[src/rtl/alu_mux_pkg.sv]
`default_nettype none
// ============================================================================
// Module  : alu_mux_pkg
// Brief   : Shared definitions for the registered one-hot ALU result mux:
//           mode encodings and a select-vector classification helper.
// Revision: 1.0 - initial release
// ============================================================================
package alu_mux_pkg;

  localparam logic MODE_DIRECT = 1'b0;
  localparam logic MODE_RR     = 1'b1;

  // Population class of a select vector
  typedef enum logic [1:0] {
    OH_ZERO  = 2'd0,
    OH_ONE   = 2'd1,
    OH_MULTI = 2'd2
  } oh_class_e;

  // Classify a (zero-extended) select vector as empty, one-hot or multi-hot
  function automatic oh_class_e is_onehot(input logic [31:0] v);
    int cnt;
    cnt = 0;
    for (int i = 0; i < 32; i++) begin
      cnt = cnt + int'(v[i]);
    end
    if (cnt == 0)      return OH_ZERO;
    else if (cnt == 1) return OH_ONE;
    else               return OH_MULTI;
  endfunction

endpackage
`default_nettype wire

[src/rtl/rr_grant.sv]
`default_nettype none
// ============================================================================
// Module  : rr_grant
// Brief   : Combinational rotating-priority arbiter. Grants the first set
//           request at or above the pointer, wrapping past the top channel.
// Revision: 1.0 - initial release
// ============================================================================
module rr_grant #(
  parameter int NUM_CH = 16,
  parameter int IDX_W  = (NUM_CH > 1) ? $clog2(NUM_CH) : 1
) (
  input  logic [NUM_CH-1:0] req_i,
  input  logic [IDX_W-1:0]  ptr_i,
  output logic [NUM_CH-1:0] grant_o,
  output logic [IDX_W-1:0]  grant_idx_o,
  output logic              any_grant_o
);

  // Scan channels ptr, ptr+1, ... with wrap; the first asserted request wins
  always_comb begin
    int j;
    grant_o     = '0;
    grant_idx_o = '0;
    any_grant_o = 1'b0;
    j           = 0;
    for (int k = 0; k < NUM_CH; k++) begin
      j = int'(ptr_i) + k;
      if (j >= NUM_CH) j = j - NUM_CH;
      if (req_i[j] && !any_grant_o) begin
        grant_o[j]  = 1'b1;
        grant_idx_o = IDX_W'(j);
        any_grant_o = 1'b1;
      end
    end
  end

endmodule
`default_nettype wire

[src/rtl/onehot_mux_pipe.sv]
`default_nettype none
// ============================================================================
// Module  : onehot_mux_pipe
// Brief   : Registered NUM_CH x BUS_SIZE one-hot multiplexer with a one-entry
//           valid/ready output stage. Selection is either a direct one-hot
//           select or a round-robin grant over request lines; failed
//           selections produce a zero beat flagged as an error.
// Revision: 1.0 - initial release
// ============================================================================
module onehot_mux_pipe
  import alu_mux_pkg::*;
#(
  parameter int BUS_SIZE  = 32,
  parameter int NUM_CH    = 16,
  parameter int ERR_CNT_W = 8
) (
  input  logic                       clk,
  input  logic                       rst,
  input  logic [NUM_CH*BUS_SIZE-1:0] in_bus,
  input  logic [NUM_CH-1:0]          sel,
  input  logic [NUM_CH-1:0]          req,
  input  logic                       mode,
  input  logic                       in_valid,
  output logic                       in_ready,
  output logic [BUS_SIZE-1:0]        out_data,
  output logic [NUM_CH-1:0]          out_sel,
  output logic                       out_err,
  output logic                       out_valid,
  input  logic                       out_ready,
  output logic [ERR_CNT_W-1:0]       err_cnt
);

  localparam int IDX_W = (NUM_CH > 1) ? $clog2(NUM_CH) : 1;

  logic [BUS_SIZE-1:0]  out_data_q, out_data_d;
  logic [NUM_CH-1:0]    out_sel_q,  out_sel_d;
  logic                 out_err_q,  out_err_d;
  logic                 out_valid_q, out_valid_d;
  logic [ERR_CNT_W-1:0] err_cnt_q,  err_cnt_d;
  logic [IDX_W-1:0]     ptr_q,      ptr_d;

  logic                 in_fire;
  oh_class_e            sel_class;
  logic [NUM_CH-1:0]    rr_gnt;
  logic [IDX_W-1:0]     rr_idx;
  logic                 rr_any;
  logic [NUM_CH-1:0]    grant;
  logic                 sel_err;
  logic [BUS_SIZE-1:0]  chan_masked [NUM_CH];
  logic [BUS_SIZE-1:0]  mux_data;

  assign in_ready = !out_valid_q || out_ready;
  assign in_fire  = in_valid && in_ready;

  assign sel_class = is_onehot(32'(sel));

  rr_grant #(
    .NUM_CH (NUM_CH),
    .IDX_W  (IDX_W)
  ) u_rr_grant (
    .req_i       (req),
    .ptr_i       (ptr_q),
    .grant_o     (rr_gnt),
    .grant_idx_o (rr_idx),
    .any_grant_o (rr_any)
  );

  // Resolve the effective grant; a failed selection yields an empty grant
  always_comb begin
    grant   = '0;
    sel_err = 1'b1;
    if (mode == MODE_RR) begin
      grant   = rr_gnt;
      sel_err = !rr_any;
    end else if (sel_class == OH_ONE) begin
      grant   = sel;
      sel_err = 1'b0;
    end
  end

  // Per-channel AND stage of the AND-OR multiplexer
  for (genvar k = 0; k < NUM_CH; k++) begin : g_chan
    assign chan_masked[k] = in_bus[k*BUS_SIZE +: BUS_SIZE] & {BUS_SIZE{grant[k]}};
  end

  // OR stage: at most one masked channel is non-zero
  always_comb begin
    mux_data = '0;
    for (int k = 0; k < NUM_CH; k++) begin
      mux_data = mux_data | chan_masked[k];
    end
  end

  // Next state of the output stage, pointer and error counter
  always_comb begin
    out_data_d  = out_data_q;
    out_sel_d   = out_sel_q;
    out_err_d   = out_err_q;
    out_valid_d = out_valid_q;
    err_cnt_d   = err_cnt_q;
    ptr_d       = ptr_q;
    if (in_fire) begin
      out_data_d  = mux_data;
      out_sel_d   = grant;
      out_err_d   = sel_err;
      out_valid_d = 1'b1;
      if (sel_err && (err_cnt_q != {ERR_CNT_W{1'b1}})) begin
        err_cnt_d = err_cnt_q + 1'b1;
      end
      if ((mode == MODE_RR) && rr_any) begin
        ptr_d = (rr_idx == IDX_W'(NUM_CH - 1)) ? '0 : rr_idx + 1'b1;
      end
    end else if (out_valid_q && out_ready) begin
      out_valid_d = 1'b0;
    end
  end

  // State registers with synchronous reset that discards any held beat
  always_ff @(posedge clk) begin
    if (rst) begin
      out_data_q  <= '0;
      out_sel_q   <= '0;
      out_err_q   <= 1'b0;
      out_valid_q <= 1'b0;
      err_cnt_q   <= '0;
      ptr_q       <= '0;
    end else begin
      out_data_q  <= out_data_d;
      out_sel_q   <= out_sel_d;
      out_err_q   <= out_err_d;
      out_valid_q <= out_valid_d;
      err_cnt_q   <= err_cnt_d;
      ptr_q       <= ptr_d;
    end
  end

  assign out_data  = out_data_q;
  assign out_sel   = out_sel_q;
  assign out_err   = out_err_q;
  assign out_valid = out_valid_q;
  assign err_cnt   = err_cnt_q;

endmodule
`default_nettype wire

[config.mk]
export PLATFORM = sky130hd
export DESIGN_NAME = onehot_mux_pipe
export DESIGN_NICKNAME = d
export VERILOG_FILES = /design/src/rtl/alu_mux_pkg.sv /design/src/rtl/rr_grant.sv /design/src/rtl/onehot_mux_pipe.sv
export SDC_FILE = /design/constraint.sdc
export NUM_CORES = 1
export LEC_CHECK = 0
export ABC_CLOCK_PERIOD_IN_PS = 9000
export CAP_MARGIN = 25
export CORE_AREA = 2 2 239 241
export CTS_CLUSTER_SIZE = 24
export DETAILED_ROUTE_END_ITERATION = 12
export DIE_AREA = 0 0 241 243
export GPL_ROUTABILITY_DRIVEN = 1
export PLACE_DENSITY = 0.49
export SETUP_SLACK_MARGIN = 0.15
export SLEW_MARGIN = 20
export SYNTH_ARGS = -nofsm -noshare
export SYNTH_HDL_FRONTEND = slang
export SYNTH_SLANG_ARGS = --single-unit
[constraint.sdc]
create_clock -name clk -period 9 [get_ports clk]
set_input_delay 2.25 -clock clk [delete_from_list [all_inputs] [get_ports clk]]
set_output_delay 2.25 -clock clk [all_outputs]
set_load 0.01 [all_outputs]
* After elaboration in Yosys (flattened, before gate mapping) *
Cells that the tools add are included.

word-level totals
  register bits = 62
  latch bits = 0
  RAM bits = 0
  ROM bits = 0
  output and inout port bits = 59
  logic and storage cells = 362
  memories kept = 0

operators by class
  add/sub/neg operators = 48
  multiply operators = 0
  divide/modulo/power cells = 0
  order comparisons = 48
  equality and inequality tests = 4
  shifts and indexed selects = 0
  multiplexer cells = 153
  bitwise gates (word level) = 46
  reduce and logical (&&, ||, !) cells = 57

operators by type and width
  operator                 count
  $and A32 B32 Y32         16
  $ge A32 B1 Y1 const B    16
  $lt A32 B6 Y1 const B    16
  $mux W32                 16
  $ge A32 B6 Y1 const B    15
  $or A32 B32 Y32          15
  $sub A32 B6 Y32 const B  15
  $mux W16                 18
  $or A16 B16 Y16          15
  $mux W1                  68
  $mux W4                  17
  $bmux W1 S4              16
  $demux W1 S4             16
  $add A4 B4 Y5 const B    8
  $logic_and A1 B1 Y1      35
  $logic_not A32 Y1        1
  $add A4 B3 Y5 const B    4
  $logic_not A1 Y1         17
  $add A15 B1 Y16          1
  $eq A16 B1 Y1 const B    1
  $add A14 B1 Y15          1
  $add A13 B1 Y14          1
  $add A12 B1 Y13          1
  $add A11 B1 Y12          1
  other kinds (23)         26

* Depth between registers and ports, before layout *
Gate-level depths: netlist of run 1.

  word-level depth = 68
  gate-level depth with buffers = 26
  mapped depth without buffers = 23

* By module *
From an unflattened synthesis of run 1, not the netlist that was laid out.

second synthesis, totals
  cells, all modules = 1,129
  area, all modules = 9,228.9 um2

by module, submodules not included
  module           times used  cells each  area each (um2)
  onehot_mux_pipe  1           680         5,760.5
  rr_grant         1           449         3,468.3

* Least setup slack after synthesis of run 1 *
OpenSTA, ideal clock, no wires.

  kind = in2reg
  from = input sel[11]
  to = register out_data_q[8], in the netlist out_data[8]
  setup time = 0.091 ns
  data arrival time = 7.617 ns
  required time = 8.909 ns
  slack = 1.292 ns
  stages on the path = 23
  path buffers = 5
  cell sequence = fa_1 -> inv_1 -> fa_1 -> inv_1 -> fa_1 -> inv_1 -> fa_1 -> inv_1 -> ha_1 -> inv_1 -> fa_1 -> nand2_1 -> nor4_1 -> and2_1 -> clkbuf_1 -> buf_1 -> clkbuf_1 -> a21oi_1 -> a31oi_1 -> buf_2 -> buf_4 -> a22oi_1 -> a311oi_1

on the way
  word-level cells in the longest chain between the ends = 27
  elaborated cells between the ends (all ways) = 43
  those cells by class = add/sub: 5; eq/ne: 2; mux: 4; bitwise: 31; reduce/logical: 1

RTL lines
  element                        RTL line                RTL
  from (decl)                    onehot_mux_pipe.sv:20   input logic [NUM_CH-1:0] sel,
  $add A11 B1 Y12                alu_mux_pkg.sv:25       cnt = cnt + int'(v[i]);
  $add A12 B1 Y13                alu_mux_pkg.sv:25
  $add A13 B1 Y14                alu_mux_pkg.sv:25
  $add A14 B1 Y15                alu_mux_pkg.sv:25
  $add A15 B1 Y16                alu_mux_pkg.sv:25
  $eq A16 B1 Y1                  alu_mux_pkg.sv:28       else if (cnt == 1) return OH_ONE;
  $mux W2                        alu_mux_pkg.sv:28
  $mux W2                        alu_mux_pkg.sv:27       if (cnt == 0) return OH_ZERO;
  $eq A2 B1 Y1                   onehot_mux_pipe.sv:75   end else if (sel_class == OH_ONE) begin
  $mux W16 *                     onehot_mux_pipe.sv:75
  $mux W16 *                     onehot_mux_pipe.sv:72   if (mode == MODE_RR) begin
  $and A32 B32 Y32               onehot_mux_pipe.sv:83   assign chan_masked[k] = in_bus[k*BUS_SIZE +: BUS_SIZE] & {BUS_SIZE{grant[k]}};
  $or A32 B32 Y32 (14 in a row)  onehot_mux_pipe.sv:90   mux_data = mux_data | chan_masked[k];
  $or A32 B32 Y32 *              onehot_mux_pipe.sv:90
  to (signal assigned)           onehot_mux_pipe.sv:128  out_data_q <= out_data_d;
  to (decl)                      onehot_mux_pipe.sv:35   logic [BUS_SIZE-1:0] out_data_q, out_data_d;

Mark *: on every way between the ends. The rest lies on a longest branch, timed or not.
A chain may end at the register's enable or synchronous reset.

* Final worst setup path of run 1 *
  from = input sel[13]
  to = register out_data_q[25], in the netlist out_data[25]

on the way
  word-level cells in the longest chain between the ends = 25
  elaborated cells between the ends (all ways) = 41
  those cells by class = add/sub: 3; eq/ne: 2; mux: 4; bitwise: 31; reduce/logical: 1

RTL lines
  element                        RTL line
  $add A13 B1 Y14                alu_mux_pkg.sv:25
  $add A14 B1 Y15                alu_mux_pkg.sv:25
  $add A15 B1 Y16                alu_mux_pkg.sv:25
  $eq A16 B1 Y1                  alu_mux_pkg.sv:28
  $mux W2                        alu_mux_pkg.sv:28
  $mux W2                        alu_mux_pkg.sv:27
  $eq A2 B1 Y1                   onehot_mux_pipe.sv:75
  $mux W16 *                     onehot_mux_pipe.sv:75
  $mux W16 *                     onehot_mux_pipe.sv:72
  $and A32 B32 Y32               onehot_mux_pipe.sv:83
  $or A32 B32 Y32 (14 in a row)  onehot_mux_pipe.sv:90
  $or A32 B32 Y32 *              onehot_mux_pipe.sv:90

Marked as above.

==> impl_metrics.toml, run 1 <==
[clocking]
post_cts_buffers = 0
htree_levels = 3
hold_buffers = 0
cts_made_buffers = 9
cts_tree = "built"
clk_latency_ns = 0.38
clkSinkCount = 62
clk_pin_slew_worst_paths_ns = 0.07
clock_path_buffers = 2
cts.repair.resized = 0
clock-root-buffer = "clkbuf_16"

[critical_path]
cp_max_fo = 18
cp.required_ns = 9.21
cp-end-kind = "register"
criticalPathCategory = "in -> reg"
cp-start-kind = "primary input"
worst_path_max_delay_cell = "fa_1"
critical_path.max_stage_delay_ns = 0.53
crit_arrival_ns = 8.81
reg2regPathDepth = 19

[synth]
synth_commonest_cells = "154 x nand2_1, 107 x nor2_1, 77 x a221oi_1"
postSynthAreaPerCell_sq_um = 7.80
synth-xor-area-share_pct = 1.80
yosysMostFrequentCell = "nand2_1"
yosysWarnings = 0
synth-seq-area-share_pct = 11.1
synth_top_family_by_area = "compound AO/OA/AOI/OAI gates"
synthTopCellsByArea = "dfxtp_1 11%, mux4_2 7.2%, a221oi_1 6.0%, nand2_1 5.2%, a22oi_1 5.1%"
synth_edf_count = 0
synth_top_area_cell = "dfxtp_1"
synthFlopType = "dfxtp_1"
syn-cell-area_sq_mm = 0.0112
synth.distinct_cells = 95
synthMuxAreaShare_pct = 12.9
synthArstFlopShare_pct = 0
synthSimpleGateAreaFrac_pct = 22.5
syn-num-nets = 2019
synth.top_cell.area_share_pct = 11.1
synthAdderAreaFrac_pct = 4.70
synth.ff_latch_count = 62
synth_compound_area_share_pct = 39.3
syn_inst = 1434

[sta]
period_minus_slack_ns = 8.60
slew_violations = 0
relSlewSlack_pct = 27.0
tns_ns = 0
skew_ns = 0.0105
setup_viol = 0
hold_viol = 0
period_share_pct = 95.5
fmax_ghz = 0.116
worst-slew-pin-transition_ns = 1.09
rsz0062_at_grt = "no"

[drt]
post-route-drc-count = 0
via_per_inst = 6.11
first_pass_iters = 9
drt_iter0_drc = 2322
num_vias = 17340
antenna_left = 0
routedWlPerCell_um = 41.4
wl_um = 118000

[floorplanning]
initial_core_util_pct = 20.0
pin_count = 608
die_x_um = 241
die_height_um = 243
placementRows = 87
die-area_sq_mm = 0.0586
fp.coreArea_sq_mm = 0.0560

[placement]
gp_congestion = 1.04
dp_hpwl_um = 96500
port_buffers = 607

[global_routing]
antenna_found_initial = 58
grt_first_pass_wirelength_um = 153000
grt_pass1_vias = 16746
grt.total_usage_pct = 38.6
grt_max_degree = 63
grt_overflow_total = 0

[final_layout]
multi_input_area_sq_mm = 0.00921
fill_cells = 5960
synthToLayoutAreaGrowth_pct = 71.6
regArea_sq_mm = 0.00124
final_layout_size_suffix_gt1_share_pct = 12.5
final_util_pct = 34.3
nNetsFinal = 2640

[pwr]
peakVddDrop_uv = 144
p_leak_nw = 6.50
p_per_area_mw_per_mm2 = 235

[flow_run]
drv_cap = 0

[hold_path]
whs_path_depth = 2
hp-class = "reg -> reg"

[run_status]
status = "finished, final reports clean"
registers in the layout, summed over array words and instances (netlist names):
| signal | flops |
|---|---|
| err_cnt | 8 |
| out_err | 1 |
| ptr_q | 4 |
| out_valid | 1 |
| out_sel | 16 |
| out_data | 32 |
stage by stage:
step                      area (sq um)  cells  setup slack [ns]  power (mW)  hold slack (ns)
after detailed placement         18800   2799            0.0134        4.00            0.450
after floorplan                  11200   1434              1.29        2.23            0.481
final                            19200   2837             0.402        4.51            0.458
after CTS                        19100   2815             0.370        4.38            0.459
after global routing             19200   2834             0.152        4.64            0.479
after global placement           18800   2798           0.00567        4.01            0.446
cells in the final DEF (no fill, tap or decap), drive strengths merged, types with 9 or more instances in the layout:
| cell type | instances |
|---|---|
| mux2 | 20 |
| and2 | 14 |
| nor2 | 108 |
| buf | 135 |
| clkdlybuf4s50 | 606 |
| nand4 | 32 |
| and3 | 20 |
| ha | 26 |
| a22oi | 77 |
| xor2 | 10 |
| a22o | 60 |
| fa | 10 |
| dfxtp | 62 |
| a21oi | 73 |
| nand3 | 60 |
| mux4 | 38 |
| o211ai | 15 |
| clkbuf | 9 |
| o21ai | 29 |
| o32ai | 10 |
| or4 | 9 |
| a311oi | 25 |
| xnor2 | 13 |
| a211oi | 23 |
| diode | 21 |
| a222oi | 19 |
| a31oi | 15 |
| o22ai | 10 |
| a221oi | 77 |
| nor3 | 41 |
| a221o | 27 |
| inv | 42 |
| nor4 | 28 |
| nand2 | 156 |
| mux2i | 35 |
| and4 | 12 |
power by group:
part / internal (mW) / switching [mW] / total, mW
clock network: 0.190 / 0.179 / 0.369
registers: 0.322 / 0.0530 / 0.375
logic: 1.41 / 2.35 / 3.76
total: 1.92 / 2.59 / 4.51
cell families after synthesis:
group | count (synthesis)
compound gates | 543
mux | 93
simple gates | 506
flops | 62
xor+xnor | 23
fa+ha+maj | 36
buf+inv | 171
metal layers:
layer | track usage, % | wire (um) | share of wire [%] | vias up
li1 | - | - | - | 7116
met1 | 49.2 | 47500 | 40 | 8744
met2 | 56.7 | 50100 | 43 | 1205
met3 | 15.5 | 14500 | 12 | 229
met4 | 16.9 | 5250 | 4.5 | 46
met5 | 0 | 294 | 0.25 | -
final cells by class:
class	instances	share of cell area, %
diodes	21	0.274
clock buffers	9	1.17
clock inverters	7	0.300
inverters	40	0.782
multi-input cells	1201	48.0
flip-flops and latches	62	6.47
well taps	756	4.93
repair buffers	741	38.1
critical path: cells and delay by family:
family | cells | cell delay, ns
buf+inv | 8 | 1.22
simple gates | 4 | 0.97
compound gates | 8 | 1.92
fa+ha+maj | 6 | 2.46
final timing paths:
kind / start / end / slack, ns
worst max-delay path: sel[13] / out_data[25] / 0.40
worst min-delay path: out_sel[6] / out_sel[6] / 0.46
worst max register to register: ptr_q[2] / out_data[9] / 2.24
worst min register to register: out_sel[6] / out_sel[6] / 0.46
Power figures use the tool's default switching activity.
==> inputs of run 2 (changes only) <==
Settings changed: SKIP_CTS_REPAIR_TIMING from default to 1.
==> results of run 2 <==
Final layout, timing and power as in run 1 (identical DEF).
